<file path="config.mk">
export PLATFORM = sky130hd
export DESIGN_NAME = sign_ext_flat
export DESIGN_NICKNAME = d
export VERILOG_FILES = /design/src/rtl/sign_ext_pkg.sv /design/src/rtl/sign_ext_if.sv /design/src/rtl/sign_ext_core.sv /design/src/rtl/sign_ext.sv /design/src/flat_wrapper.sv
export SDC_FILE = /design/constraint.sdc
export NUM_CORES = 1
export LEC_CHECK = 0
export BUFFER_PORTS_ARGS = -buffer_cell sky130_fd_sc_hd__buf_2
export CORE_MARGIN = 3
export CORE_UTILIZATION = 45
export DETAILED_ROUTE_END_ITERATION = 10
export HOLD_SLACK_MARGIN = 0.06
export PLACE_DENSITY = 0.69
export SLEW_MARGIN = 25
export SYNTH_ARGS = -nofsm -noshare
export SYNTH_HDL_FRONTEND = slang
export SYNTH_HIERARCHICAL = 1
export SYNTH_SLANG_ARGS = --single-unit
</file>
<file path="constraint.sdc">
create_clock -name clk -period 2.4 [get_ports clk]
set_clock_uncertainty 0.15 [all_clocks]
set_input_delay 0.48 -clock clk [delete_from_list [all_inputs] [get_ports clk]]
set_output_delay 0.48 -clock clk [all_outputs]
set_load 0.01 [all_outputs]
</file>
<file path="src/rtl/sign_ext_pkg.sv">
// Shared widths and mode encoding for the MIPS32 immediate-extension stage.
// The LUI mode is only honoured when SIGNEXT_LUI_EN is defined.
package sign_ext_pkg;

  localparam int unsigned IMM_W  = 16;
  localparam int unsigned DATA_W = 32;
  localparam int unsigned MODE_W = 2;

  typedef enum logic [MODE_W-1:0] {
    SEXT     = 2'b00,
    ZEXT     = 2'b01,
    SEXT_SL2 = 2'b10,
    LUI      = 2'b11
  } mode_e;

endpackage

</file>
<file path="src/rtl/sign_ext_if.sv">
// Operand/result bundle for sign_ext; the master drives the immediate and mode,
// the slave returns the registered extended value.
interface sign_ext_if;
  import sign_ext_pkg::*;

  logic [IMM_W-1:0]  a;
  logic [MODE_W-1:0] mode;
  logic              in_valid;
  logic [DATA_W-1:0] y;
  logic              out_valid;

  modport master (output a, output mode, output in_valid, input y, input out_valid);
  modport slave  (input a, input mode, input in_valid, output y, output out_valid);
endinterface

</file>
<file path="src/rtl/sign_ext_core.sv">
// Combinational mode decode and immediate extension.
// With SIGNEXT_LUI_EN undefined, mode 11 falls through to sign extension.
module sign_ext_core
  import sign_ext_pkg::*;
(
  input  logic [IMM_W-1:0]  i_a,
  input  logic [MODE_W-1:0] i_mode,
  output logic [DATA_W-1:0] o_y_c
);

  localparam int unsigned EXT_W = DATA_W - IMM_W;
  localparam int unsigned SL2_W = EXT_W - 2;

  // Sign extension is the default so any undecoded mode behaves as SEXT.
  always_comb begin
    o_y_c = {{EXT_W{i_a[IMM_W-1]}}, i_a};
    case (mode_e'(i_mode))
      ZEXT:     o_y_c = {{EXT_W{1'b0}}, i_a};
      SEXT_SL2: o_y_c = {{SL2_W{i_a[IMM_W-1]}}, i_a, 2'b00};
`ifdef SIGNEXT_LUI_EN
      LUI:      o_y_c = {i_a, {EXT_W{1'b0}}};
`endif
      default:  ;
    endcase
  end

endmodule

</file>
<file path="src/rtl/sign_ext.sv">
// Immediate-extension stage: one registered 32-bit result per cycle, latency 1.
// Optional upper-immediate form enabled by SIGNEXT_LUI_EN.
module sign_ext
  import sign_ext_pkg::*;
(
  input  logic     clk,
  input  logic     reset,
  sign_ext_if.slave io_bus
);

  logic [DATA_W-1:0] w_y_c;
  logic [DATA_W-1:0] r_y;
  logic              r_out_valid;

  sign_ext_core u_core (
    .i_a    (io_bus.a),
    .i_mode (io_bus.mode),
    .o_y_c  (w_y_c)
  );

  // y only loads on a valid operand, so idle-cycle garbage on a never reaches it.
  always_ff @(posedge clk) begin
    if (reset) begin
      r_y         <= '0;
      r_out_valid <= 1'b0;
    end else begin
      r_out_valid <= io_bus.in_valid;
      if (io_bus.in_valid) begin
        r_y <= w_y_c;
      end
    end
  end

  assign io_bus.y         = r_y;
  assign io_bus.out_valid = r_out_valid;

endmodule

</file>
<file path="src/flat_wrapper.sv">
// flat-port wrapper written by rule: the top's interface ports become plain ports
module sign_ext_flat import sign_ext_pkg::*;
  (clk, reset, io_bus_a, io_bus_mode, io_bus_in_valid, io_bus_y, io_bus_out_valid);
  sign_ext_if io_bus_i ();
  input  logic clk;
  input  logic reset;
  input wire logic [$bits(io_bus_i.a)-1:0] io_bus_a;
  input wire logic [$bits(io_bus_i.mode)-1:0] io_bus_mode;
  input wire logic [$bits(io_bus_i.in_valid)-1:0] io_bus_in_valid;
  output wire logic [$bits(io_bus_i.y)-1:0] io_bus_y;
  output wire logic [$bits(io_bus_i.out_valid)-1:0] io_bus_out_valid;
  assign io_bus_i.a = io_bus_a;
  assign io_bus_i.mode = io_bus_mode;
  assign io_bus_i.in_valid = io_bus_in_valid;
  assign io_bus_y = io_bus_i.y;
  assign io_bus_out_valid = io_bus_i.out_valid;
  sign_ext u_core (.clk(clk), .reset(reset), .io_bus(io_bus_i));
endmodule
</file>
# Word level (Yosys, flattened, before mapping)
# Index checks and enable logic that the tools add are counted.
op_classes:
  eq_ne: 2
  n_mux: 1
op_table:
  columns: ["cell", "n"]
  rows:
  - ["$pmux 32 s2", 1]
  - ["$eq 2x1->1 const B", 1]
  - ["$eq 2x2->1 const B", 1]
word_totals:
  reg_bits: 33
  inputBits: 21
  out_inout_bits: 33
  wordCells: 5

# Logic depth before layout (Yosys ltp)
depth:
  word_depth: 2
  mapped_depth: 8

# By module
# Netlist, hierarchy kept.
modules_own_cells:
  columns: ["module", "instances", "cells_per_inst", "area_each_um2", "seq_area_each_um2"]
  rows:
  - ["sign_ext", 1, 106, 1202.4, 660.6]
  - ["sign_ext_core", 1, 41, 350.3, 0.0]

# Least setup slack after synthesis
# Ideal clock, no wire load.
synth_timing:
  kind: "in2reg"
  from: "in io_bus_mode[0]"
  to: "reg u_core.r_y[3], in the netlist u_core/io_bus.y[3]"
  setup_ps: 116
  arrival_ps: 1630
  required_time_ps: 2134
  path_slack_ps: 503
  path_stages: 8
  n_path_buf: 2
  path_cell_list: "inv_1 -> ha_1 -> or2_1 -> buf_6 -> buf_6 -> a22o_1 -> mux2i_1 -> nor2_2"
synth_between:
  elab_chain_cells: 2
  word_cells_on_any_way: 3
  cone_classes: "2 x eq/ne; 1 x mux"
synth_lines:
  columns: ["item", "line_no", "rtl"]
  rows:
  - ["from (decl)", "flat_wrapper.sv:8", "input wire logic [$bits(io_bus_i.mode)-1:0] io_bus_mode;"]
  - ["$eq 2x2->1 or $eq 2x1->1 (tied branches)", "sign_ext_core.sv:17", "case (mode_e'(i_mode))"]
  - ["$pmux 32 s2 *", "sign_ext_core.sv:17", null]
  - ["via u_core.w_y_c[3]", "sign_ext.sv:11", "logic [DATA_W-1:0] w_y_c;"]
  - ["to (signal assigned)", "sign_ext.sv:29", "r_y <= w_y_c;"]
  - ["to (decl)", "sign_ext.sv:12", "logic [DATA_W-1:0] r_y;"]
# The timed path passes the listed nets; every way through them passes the cells marked *.
# A chain may end at the register's enable or synchronous reset.

# Worst setup path in the final report
layout_timing:
  from: "in io_bus_mode[0]"
  to: "reg u_core.r_y[13], in the netlist u_core/io_bus.y[13]"
# The elaborated chain is that of the path after synthesis.

==> results.txt <==
status: finished clean
estimated wirelength of the detail-placed design: 2210 um
Final Max Tran Viols: 0
YS warnings: 6
Worst setup EP type: flop
vias post-DR: 1111
slowest stage cell, crit path: or2_1
CP bufs+invs: 2
drt wl/cell: 13.4 um
Initial DRC Count: 50
data required time at the worst endpoint: 2.44 ns
drt drc: 0
Hold Vio Cnt, Final: 0
Logic pwr share: 19.0%
Worst Path Max Fanout: 16
pin count of the biggest net entering global routing: 34
Cell Area, Synth: 1550 um^2
grt ovf: 0
cell leakage power: 0.915 nW
sequential fraction of the synthesis area: 42.5%
Ant. Diodes: 0
post_cts resized: 0
RSZ-0062 raised after global routing: false
die area: 4190 um^2
clk buf depth: 2
WL final: 3030 um
most frequent cells in the layout: buf_2 (53), dfxtp_1 (33), mux2i_1 (32)
# hold bufs at CTS: 0
gr usage total: 15.0%
switching power: 0.295 mW
H-Tree Level Count: 2
Vias/cell: 4.92
slew at the pin with the worst max-slew slack: 0.585 ns
clock latency on the worst-skew pair: 0.32 ns
cells after synthesis: 147
routability cong.: 0.729
design area: 1700 um^2
Pint: 0.779 mW
Crit path max-delay family: simple AND/OR/NAND/NOR gates
CP arrival: 1.85 ns
Root Buffer Master: clkbuf_4
max incr delay on CP: 0.42 ns
vias in the first global route: 1078
Antenna Violating Nets Remaining: 0
most common cell after layout, fill and taps aside: buf_2
Initial Utilization: 48.9%
area growth from synthesis to layout: 9.75%
initial antenna violation count: 0
FP Rows: 20
class of the worst hold path: reg -> reg
global-route wire length before repair: 4930 um
crit path cell chain: buf_2, inv_1, ha_1, or2_1, a22o_2, mux2i_1, nor2_1
Relative slew margins: 61.0%
Fin Setup TNS: 0 ns
pwr dens: 630 nW/um^2
Die Width: 64.7 um
total CTS buffers: 5
Post-Place Cell Area: 1660 um^2
CP Class: in -> reg
post-layout min period: 1.81 ns
Final setup viols: 0
f_max: 551 MHz
final worst path period share: 75.6%
Reg power frac: 55.6%
TritonCTS clock tree: built
clock sinks: 33
Mapped Avg Cell Area: 10.6 um^2
die height: 64.7 um
Synth Register Bits: 33
I/O Pins: 54
Layout fillers: 306
setup bufs post-CTS: 0
Max VDD drop: 0.000359 V
Final nets: 206
Pre-antenna DRT Iters: 4
sw frac: 27.5%
CP startpoint kind: input port
max_cap viols: 0
syn nets: 170
Clk pwr share: 25.4%
Clk pin slew, worst setup/hold paths: 0.09 ns
layout cells sized above 1: 38.5%
count of input and output buffers: 53
Distinct cells, synth: 19
core area: 3180 um^2
[power groups by stage]
| stage | logic [mW] | registers, mW | clock network (mW) |
|---|---|---|---|
| 6_report | 0.204 | 0.597 | 0.273 |
| 5_1_grt | 0.224 | 0.602 | 0.308 |
| 4_1_cts | 0.206 | 0.597 | 0.283 |
| 3_5_place_dp | 0.205 | 0.609 | 0 |
| 3_3_place_gp | 0.199 | 0.608 | 0 |
| 2_1_floorplan | 0.162 | 0.625 | 0 |
[final timing paths]
| check | from | cells after the start | end | slack, ns |
|---|---|---|---|---|
| max | io_bus_mode[0] | 7 | u_core/io_bus.y[13]$_SDFFE_PP0P_ | 0.59 |
| min | u_core/io_bus.y[6]$_SDFFE_PP0P_ | 2 | u_core/io_bus.y[6]$_SDFFE_PP0P_ | 0.35 |
| max reg2reg | u_core/io_bus.y[13]$_SDFFE_PP0P_ | 2 | u_core/io_bus.y[13]$_SDFFE_PP0P_ | 1.59 |
| min reg2reg | u_core/io_bus.y[6]$_SDFFE_PP0P_ | 2 | u_core/io_bus.y[6]$_SDFFE_PP0P_ | 0.35 |
[logic make-up (layout without fill, tap and decap cells)]
group / after synthesis / in the layout / synth area share, %
buffers and inverters: 27 / 62 / 15.4
AOI/OAI and AO/OA: 16 / 16 / 9.51
and+or+nand+nor: 37 / 37 / 10.3
DFF: 33 / 33 / 42.5
muxes: 32 / 32 / 20.6
adders and majority gates: 2 / 2 / 1.61
[cell usage after synthesis]
cell,instances,area [um^2]
and2_1,2,12.5
and2b_4,1,10.0
o21a_1,1,7.51
nor2_1,30,113
nor2_2,2,12.5
mux2i_1,32,320
inv_1,2,7.51
clkbuf_1,1,3.75
buf_6,3,33.8
nor2b_1,1,6.26
buf_4,14,105
clkbuf_8,1,13.8
or2_1,1,6.26
a22o_2,7,70.1
a22o_1,8,70.1
ha_1,2,25.0
buf_12,3,60.1
buf_2,3,15.0
dfxtp_1,33,661
[registers in the layout, summed over array words and instances, names as in the netlist]
name	count
u_core/io_bus.out_valid	1
u_core/io_bus.y	32
[final cells by class]
cell class	instances	area, um^2	area share [%]
Multi-Input combinational cell	87	653	38.3
Tap cell	44	55.1	3.23
Clock buffer	5	37.5	2.20
Inverter	2	7.51	0.441
Sequential cell	33	661	38.8
Timing Repair Buffer	54	285	16.7
Clock inverter	1	5.00	0.294
[worst reg2reg max path, delay by kind of cell (launching register included)]
family	cells	cell delay (ns)
and+or+nand+nor	1	0.06
muxes	1	0.14
DFF	1	0.33
[stage by stage]
step / hold slack [ns] / worst slack [ns] / instances / util [%] / total power [mW]
6_report: 0.349 / 0.586 / 226 / 53.6 / 1.07
3_5_place_dp: 0.329 / 0.301 / 220 / 52.3 / 0.814
2_1_floorplan: 0.381 / 0.503 / 147 / - / 0.787
5_1_grt: 0.372 / 0.511 / 226 / 53.6 / 1.13
3_3_place_gp: 0.319 / 0.328 / 220 / 52.3 / 0.806
4_1_cts: 0.355 / 0.615 / 226 / 53.6 / 1.09
[routing by layer]
| metal | routed length (um) | vias to the layer above | part of all wire, % | track usage (%) |
|---|---|---|---|---|
| met5 | 0 | - | 0 | 0 |
| met1 | 1410 | 520 | 46 | 18.5 |
| li1 | - | 550 | - | - |
| met3 | 205 | 4 | 6.8 | 6.07 |
| met4 | 29 | 0 | 0.96 | 4.75 |
| met2 | 1390 | 37 | 46 | 23.6 |
(Power assumes the default switching activity.)
